===== src/rtl/run_ctrl_pkg.sv =====
// Shared types and default constants for the run controller and its bench.
package run_ctrl_pkg;

  typedef enum logic [1:0] {IDLE, INIT, RUN, FIN} run_state_t;

  localparam int unsigned START_CYCLES_DEF = 2;
  localparam int unsigned MAX_CYCLES_DEF   = 50000;
  localparam int unsigned CT_W_DEF         = 16;

endpackage


===== src/rtl/sat_cycle_counter.sv =====
// Up-counter with synchronous clear that stops once it reaches the limit value.
module sat_cycle_counter #(
  parameter int unsigned W = 16
) (
  input  logic         clk,
  input  logic         rst,
  input  logic         clear,
  input  logic         enable,
  input  logic [W-1:0] limit,
  output logic [W-1:0] count,
  output logic         at_limit
);

  logic [W-1:0] count_q, count_d;

  assign at_limit = (count_q == limit);
  assign count    = count_q;

  always_comb begin
    count_d = count_q;
    if (clear) begin
      count_d = '0;
    end else if (enable && !at_limit) begin
      count_d = count_q + W'(1);
    end
  end

  always_ff @(posedge clk) begin
    if (rst) begin
      count_q <= '0;
    end else begin
      count_q <= count_d;
    end
  end

endmodule


===== src/rtl/run_ctrl.sv =====
// Run controller: holds the core in init, releases it, and times the run
// until halt or timeout, reporting a latched count and a done pulse.
module run_ctrl
  import run_ctrl_pkg::*;
#(
  parameter int unsigned START_CYCLES = START_CYCLES_DEF,
  parameter int unsigned CT_W         = CT_W_DEF,
  parameter int unsigned MAX_CYCLES   = MAX_CYCLES_DEF
) (
  input  logic            CLK,
  input  logic            start,
  input  logic            go,
  input  logic            dut_halt,
  output logic            dut_start,
  output logic            busy,
  output logic            done,
  output logic            timeout,
  output logic [CT_W-1:0] cycle_ct,
  output logic [7:0]      run_ct
);

  localparam int unsigned IW = (START_CYCLES > 1) ? $clog2(START_CYCLES) : 1;

  run_state_t      state_q, state_d;
  logic [IW-1:0]   init_q, init_d;
  logic            timeout_q, timeout_d;
  logic [CT_W-1:0] cycle_ct_q, cycle_ct_d;
  logic [7:0]      run_ct_q, run_ct_d;
  logic            dut_start_q, dut_start_d;

  logic            ctr_clear, ctr_en, at_limit;
  logic [CT_W-1:0] ctr_count;

  sat_cycle_counter #(
    .W (CT_W)
  ) u_run_ctr (
    .clk      (CLK),
    .rst      (start),
    .clear    (ctr_clear),
    .enable   (ctr_en),
    .limit    (CT_W'(MAX_CYCLES - 1)),
    .count    (ctr_count),
    .at_limit (at_limit)
  );

  // Results and run_ct are latched on the RUN->FIN edge so they are already
  // valid while done is high.
  always_comb begin
    state_d    = state_q;
    init_d     = init_q;
    timeout_d  = timeout_q;
    cycle_ct_d = cycle_ct_q;
    run_ct_d   = run_ct_q;
    ctr_clear  = 1'b0;
    ctr_en     = 1'b0;
    case (state_q)
      IDLE: begin
        if (go) begin
          init_d    = IW'(START_CYCLES - 1);
          timeout_d = 1'b0;
          state_d   = INIT;
        end
      end
      INIT: begin
        if (init_q == '0) begin
          ctr_clear = 1'b1;
          state_d   = RUN;
        end else begin
          init_d = init_q - IW'(1);
        end
      end
      RUN: begin
        if (dut_halt) begin
          cycle_ct_d = ctr_count;
          run_ct_d   = run_ct_q + 8'd1;
          state_d    = FIN;
        end else if (at_limit) begin
          cycle_ct_d = CT_W'(MAX_CYCLES);
          timeout_d  = 1'b1;
          run_ct_d   = run_ct_q + 8'd1;
          state_d    = FIN;
        end else begin
          ctr_en = 1'b1;
        end
      end
      FIN:     state_d = IDLE;
      default: state_d = IDLE;
    endcase
    dut_start_d = (state_d != RUN);
  end

  always_ff @(posedge CLK) begin
    if (start) begin
      state_q     <= IDLE;
      init_q      <= '0;
      timeout_q   <= 1'b0;
      cycle_ct_q  <= '0;
      run_ct_q    <= '0;
      dut_start_q <= 1'b1;
    end else begin
      state_q     <= state_d;
      init_q      <= init_d;
      timeout_q   <= timeout_d;
      cycle_ct_q  <= cycle_ct_d;
      run_ct_q    <= run_ct_d;
      dut_start_q <= dut_start_d;
    end
  end

  assign dut_start = dut_start_q;
  assign busy      = (state_q == INIT) || (state_q == RUN);
  assign done      = (state_q == FIN);
  assign timeout   = timeout_q;
  assign cycle_ct  = cycle_ct_q;
  assign run_ct    = run_ct_q;

endmodule


===== config.mk =====
export PLATFORM = sky130hd
export DESIGN_NAME = run_ctrl
export DESIGN_NICKNAME = d
export VERILOG_FILES = /design/src/rtl/run_ctrl_pkg.sv /design/src/rtl/sat_cycle_counter.sv /design/src/rtl/run_ctrl.sv
export SDC_FILE = /design/constraint.sdc
export NUM_CORES = 1
export LEC_CHECK = 0
export ABC_AREA = 1
export CELL_PAD_IN_SITES_DETAIL_PLACEMENT = 0
export CELL_PAD_IN_SITES_GLOBAL_PLACEMENT = 2
export CORE_MARGIN = 8
export CORE_UTILIZATION = 33
export DETAILED_ROUTE_END_ITERATION = 10
export PLACE_DENSITY = 0.95
export SYNTH_ARGS = -nofsm -noshare
export SYNTH_HDL_FRONTEND = slang
export SYNTH_SLANG_ARGS = --single-unit
export TNS_END_PERCENT = 30

===== constraint.sdc =====
create_clock -name CLK -period 2.6 [get_ports CLK]
set_clock_uncertainty 0.05 [all_clocks]
set_input_delay 0.52 -clock CLK [delete_from_list [all_inputs] [get_ports CLK]]
set_output_delay 0.52 -clock CLK [all_outputs]
set_load 0.005 [all_outputs]

==> impl_metrics.csv, run 1 <==
group,metric,value,unit
outcome,outcome,"complete, no violations",
cts,cts_tree,"built",
grt,grt_pass1_vias,2060,
pwr,power_density,503,mW/mm²
drt,vias,2115,
pwr,p_int,0.00108,W
floorplanning,core,0.00683,mm²
setup_path,ff2ff_setup_slack,710,ps
logic_synthesis,yosysWarnings,0,
setup_path,worstSetupStartpoint,"state_q[0]",
placed_design,port_buffers,31,
pwr,p_sw_frac,0.237,
finish,final_nets,368,
floorplanning,dieHeight,100,µm
placed_design,place_congestion,0.788,
setup_path,startpoint_type,"register",
finish,postLayoutCoreUtil,0.412,
cts,htreeDepth,2,
drt,postRouteWirelength,5.65,mm
finish,seqCellArea,901,µm²
placed_design,placed_area,0.00270,mm²
placed_design,dpl.hpwl,4.12,mm
setup_path,r2r-start,"u_run_ctr.count[0]",
setup_path,endpoint,"busy",
flow_run,drv_cap,0,
setup_path,ff2ff_path_depth,10,
grt,antenna_found_initial,0,
pwr,share_seq_of_total_power,0.508,
floorplanning,dieWidth,100,µm
finish,drive_gt1_frac,0.0919,
drt,viasPerCell,4.65,
cts,cts_hold_buf,0,
sta,tightest_slew,596,ps
sta,max_slew_margin,0.602,
cts,clkLatencyLatePin,290,ps
logic_synthesis,syn_avg_cell_area,7.06,µm²
pwr,p_sw,0.000336,W
setup_path,crit_required,2030,ps
drt,ant_nets,0,
sta,whs,433,ps
sta,slew_violations,0,
logic_synthesis,synth-edff-count,0,
logic_synthesis,syn_inst,331,
logic_synthesis,syn_area,0.00234,mm²
drt,initialDrtViolationCount,73,
setup_path,cp_max_fo,5,
finish,nFillCells,746,
cts,numCtsBuffers,5,
pwr,total_power,0.00142,W
cts,clk_pin_slew,80,ps
grt,grt_overflow,0,
logic_synthesis,synth_nets,341,
finish,area_growth_syn_to_layout,20.4,%
drt,remaining_drc_errors,0,
setup_path,crit_type,"register to output pin",
drt,dr.pass1.iters,4,
floorplanning,dieArea,0.0100,mm²
hold_path,hold_path_class,"register to register",
sta,period_needed,2130,ps
grt,grt_util_all_layers,0.117,
sta,setup_viol,0,
grt,grt_first_pass_wirelength,9.48,mm
cts,cts_num_sinks,45,
cts,post_cts_resized,0,
setup_path,r2r-end,"run_ct[0]",
finish,diodes,0,
pwr,ir_drop,0.251,mV
finish,final_area,0.00282,mm²
drt,routedWlPerCell,12.4,µm
sta,tns,0,ps
sta,hold_violations,0,
sta,period_share,0.817,
logic_synthesis,yosysSeqAreaShare,0.385,
sta,fmax,471,MHz
logic_synthesis,synth-async-reset-ratio,0,
logic_synthesis,netlist-cell-type-count,29,
pwr,pwr-share-clk,0.385,
pwr,p_comb_frac,0.107,
hold_path,min_path_cells,2,
logic_synthesis,ys_seq_elements,45,
cts,clockRootBuffer,"clkbuf_8",
floorplanning,fp-row-count,30,
floorplanning,io_pins,32,
grt,grt_start_max_net_pins,26,
pwr,p_leak,1.04,nW
finish,multi_input_area,0.00123,mm²
setup_path,cp-end-kind,"output pin",
sta,rsz0062_at_grt,"false",
cts,clockBufferDepth,2,
floorplanning,start_util,0.342,
cts,postCtsSetupBuffers,0,
logic_synthesis,synth_ff_type,"dfxtp_1",
setup_path,arrival,1560,ps
-- power groups by stage --
stage	Clock [W]	Sequential, W	Combinational, W
after floorplan	0	0.000733	0.0000994
after global routing	0.000597	0.000723	0.000172
final	0.000546	0.000720	0.000151
after global placement	0	0.000737	0.000152
after detailed placement	0	0.000736	0.000154
after CTS	0.000568	0.000720	0.000155
-- worst max-delay path: stages, from the launching register on --
cell and delay (ps):
dfxtp_1 410, inv_1 90, ha_1 280, clkdlybuf4s50_1 490
-- logic make-up (layout without fill, tap and decap cells) --
group / after synthesis / after routing / synth area share
compound gates: 55 / 55 / 0.128
buf+inv: 46 / 74 / 0.0889
flops: 45 / 45 / 0.385
simple gates: 166 / 166 / 0.316
xor+xnor: 13 / 13 / 0.0487
fa+ha+maj: 6 / 6 / 0.0321
-- state kept, by name, summed over array words and instances, names as in the netlist --
name	flops
cycle_ct	16
u_run_ctr.count	16
run_ct	8
state_q	2
dut_start	1
init_q	1
timeout	1
-- per-layer routing --
| metal | vias up | routed length (µm) | global-route usage |
|---|---|---|---|
| met5 | - | 0 | 0 |
| met4 | 0 | 23 | 0.0279 |
| met2 | 27 | 2640 | 0.203 |
| li1 | 1115 | - | - |
| met1 | 971 | 2760 | 0.133 |
| met3 | 2 | 219 | 0.0415 |
-- cells in the final DEF, fill, tap and decap left out, drive strengths merged, types with 6 or more instances in the layout --
cell	instances
nand4	7
clkbuf	7
dfxtp	45
ha	6
nand2	94
clkdlybuf4s50	31
nand3	29
o21ai	11
nor2	36
xor2	8
inv	32
a21oi	40
-- metrics by stage --
step,setup WS [ps],instances
after floorplan,1030,331
after global placement,598,447
after detailed placement,580,447
after CTS,453,455
after global routing,375,455
final,475,455
-- cells in the mapped netlist (2+ instances only) --
master	count	area share
xor2_1	8	0.030
inv_1	27	0.043
dfxtp_1	45	0.39
a21oi_2	4	0.015
nand2_2	8	0.021
nand3_1	28	0.060
clkbuf_1	4	0.0064
xnor2_1	5	0.019
nand2_1	84	0.13
buf_2	4	0.0086
nand4_1	7	0.019
nand2_4	2	0.0096
nor2_1	32	0.051
o21ai_0	11	0.024
ha_1	6	0.032
nor2_2	3	0.0080
buf_6	2	0.0096
inv_2	5	0.0080
a21oi_1	36	0.077
-- final cells by class --
cell class / instances / area share
sequential: 45 / 0.320
inverter: 33 / 0.0440
clock buffer: 7 / 0.0307
clock inverter: 1 / 0.0107
multi-input combinational: 240 / 0.436
tap: 96 / 0.0427
timing repair buffer: 33 / 0.116
-- how the worst min path moves through the flow --
| stage | from | to | slack (ps) |
|---|---|---|---|
| final | cycle_ct[2] | cycle_ct[2] | 430 |
| after global routing | cycle_ct[5] | cycle_ct[5] | 460 |
| after CTS | cycle_ct[5] | cycle_ct[5] | 440 |
| after detailed placement | cycle_ct[14] | cycle_ct[14] | 420 |
| after global placement | cycle_ct[12] | cycle_ct[12] | 420 |
| after floorplan | timeout | timeout | 410 |
Note: power is estimated with default switching activity, not from simulation.
==> inputs of run 2 (changes only) <==
CORE_UTILIZATION = 27   (was 33)
PLACE_DENSITY = 0.84   (was 0.95)
clock period = 1.8 ns   (was 2.6 ns; I/O delays follow)
==> run 2 against run 1 <==
First-iteration DRC count rose by 30%. Flip-flop and latch count did not move. Largest power group unchanged. Highest routed layer unchanged. Worst hold slack improved by 1.3 ps. Final area rose by 4.8%. Routed wire length rose by 8.7%. Register-to-register slack got worse by 510 ps. Sequential power rose by 44%. Sequential share of layout area fell by 1.3 points. Power rose by 37%. Setup slack got worse by 360 ps. Count of clock-buffer cells in the layout fell by 2.
==> impl_metrics.csv, run 2 (synthesized netlist as in run 1, its figures left out) <==
group,metric,value,unit
grt,grt_start_max_net_pins,20,
finish,diodes,0,
setup_path,cp-end-kind,"output pin",
cts,htreeDepth,2,
floorplanning,io_pins,32,
setup_path,crit_type,"register to output pin",
setup_path,worstSetupStartpoint,"run_ct[3]",
drt,postRouteWirelength,6.14,mm
finish,mostFrequentLayoutCells,"nand2_1, dfxtp_1, a21oi_1",
grt,grt_util_all_layers,0.111,
pwr,p_leak,1.12,nW
finish,final_nets,386,
floorplanning,fp-row-count,34,
placed_design,dp_slack,103,ps
finish,final_common_cell,"nand2_1",
floorplanning,dieArea,0.0119,mm²
drt,viasPerCell,4.53,
sta,slew_violations,0,
sta,fmax,592,MHz
drt,initialDrtViolationCount,95,
floorplanning,dieWidth,109,µm
cts,cts_num_sinks,45,
sta,period_needed,1690,ps
sta,whs,435,ps
floorplanning,core,0.00855,mm²
sta,tightest_slew,420,ps
pwr,power_density,658,mW/mm²
sta,tns,0,ps
placed_design,placed_area,0.00284,mm²
sta,setup_viol,0,
flow_run,drv_cap,0,
placed_design,place_congestion,0.775,
grt,grt_first_pass_wirelength,10.5,mm
pwr,ir_drop,0.404,mV
cts,clkLatencyLatePin,300,ps
floorplanning,dieHeight,109,µm
setup_path,startpoint_type,"register",
cts,numCtsBuffers,5,
drt,ant_nets,0,
finish,drive_gt1_frac,0.146,
setup_path,slowest_stage,"clkdlybuf4s50_1",
setup_path,slowest_delay,540,ps
sta,max_slew_margin,0.720,
setup_path,path_buf_inv,1,
grt,grt_pass1_vias,2220,
placed_design,dpl.hpwl,4.59,mm
drt,remaining_drc_errors,0,
setup_path,cp_max_fo,5,
setup_path,crit_required,1390,ps
setup_path,arrival,1280,ps
setup_path,crit_chain,"clkdlybuf4s50_1",
setup_path,path_delay_family,"buffers and inverters",
finish,area_growth_syn_to_layout,26.2,%
sta,rsz0062_at_grt,"false",
floorplanning,start_util,0.273,
drt,vias,2196,
sta,setup_slack,112,ps
cts,clk_pin_slew,90,ps
cts,clockBufferDepth,2,
sta,period_share,0.938,
sta,hold_violations,0,
grt,antenna_found_initial,0,
hold_path,hp-start,"cycle_ct[10]",
cts,cts_tree,"built",
drt,routedWlPerCell,12.7,µm
hold_path,hold_path_class,"register to register",
placed_design,port_buffers,31,
drt,dr.pass1.iters,6,
outcome,outcome,"complete, no violations",
setup_path,r2r-start,"u_run_ctr.count[0]",
grt,grt_overflow,0,
cts,clockRootBuffer,"clkbuf_8",
finish,final_area,0.00295,mm²
## run 2: changes by cell type in the layout (fill, tap and decap cells not counted), sizes merged
| cell | delta |
|---|---|
| buf | +18 |
| clkbuf | -2 |
| clkdlybuf4s50 | -2 |
| dlygate4sd2 | +2 |
| bufinv | -1 |
| clkinv | +1 |
| clkinvlp | +1 |
| inv | +1 |
## run 2: power breakdown
part / internal [W] / switching, W
clock network: 0.000276 / 0.000380
logic: 0.000105 / 0.000144
registers: 0.00102 / 0.0000146
total: 0.00140 / 0.000538
## run 2: layout make-up
class                           instances  area [µm²]
Timing Repair Buffer                   51         458
Fill cell                             917        5600
Clock inverter                          3        21.3
Sequential cell                        45         905
Tap cell                              108         135
Multi-Input combinational cell        240        1240
Clock buffer                            5        68.8
Inverter                               33         124
## run 2: path summary, 6_finish.rpt
path         slack [ps]  cells after the start           end
max reg2reg         200                     10       timeout
min reg2reg         430                      2  cycle_ct[10]
max                 110                      1     run_ct[3]
min                 430                      2  cycle_ct[10]
## run 2: metal layers
| metal | vias up | wire length, µm | track usage |
|---|---|---|---|
| met1 | 1016 | 2970 | 0.129 |
| li1 | 1147 | - | - |
| met2 | 28 | 2790 | 0.188 |
| met5 | - | 0 | 0 |
| met3 | 5 | 313 | 0.0372 |
| met4 | 0 | 72 | 0.0332 |
## run 2: metrics by stage
step | util | total power (W) | std cells
6_report | 0.345 | 0.00194 | 485
3_5_place_dp | 0.332 | 0.00131 | 476
4_1_cts | 0.344 | 0.00196 | 485
5_1_grt | 0.345 | 0.00205 | 485
2_1_floorplan | - | 0.00120 | 331
3_3_place_gp | 0.332 | 0.00131 | 476
## run 2: what timing repair did
item	4_1_cts	5_1_grt
setup buffers	1	0
hold buffers	0	0
hold endpoints to repair	0	0
setup endpoints to repair	2	2
gates resized for setup	4	2
## run 2: tightest hold or removal path, cell delays in order (launching register included)
cell,delay (ps)
dfxtp_1,320
nand3_1,70
a21oi_1,50
==> inputs of run 3 (changes only) <==
SLEW_MARGIN = 10   (was not set)
==> results of run 3 <==
Same layout as run 2: the final DEF is identical, and so are final timing and power.
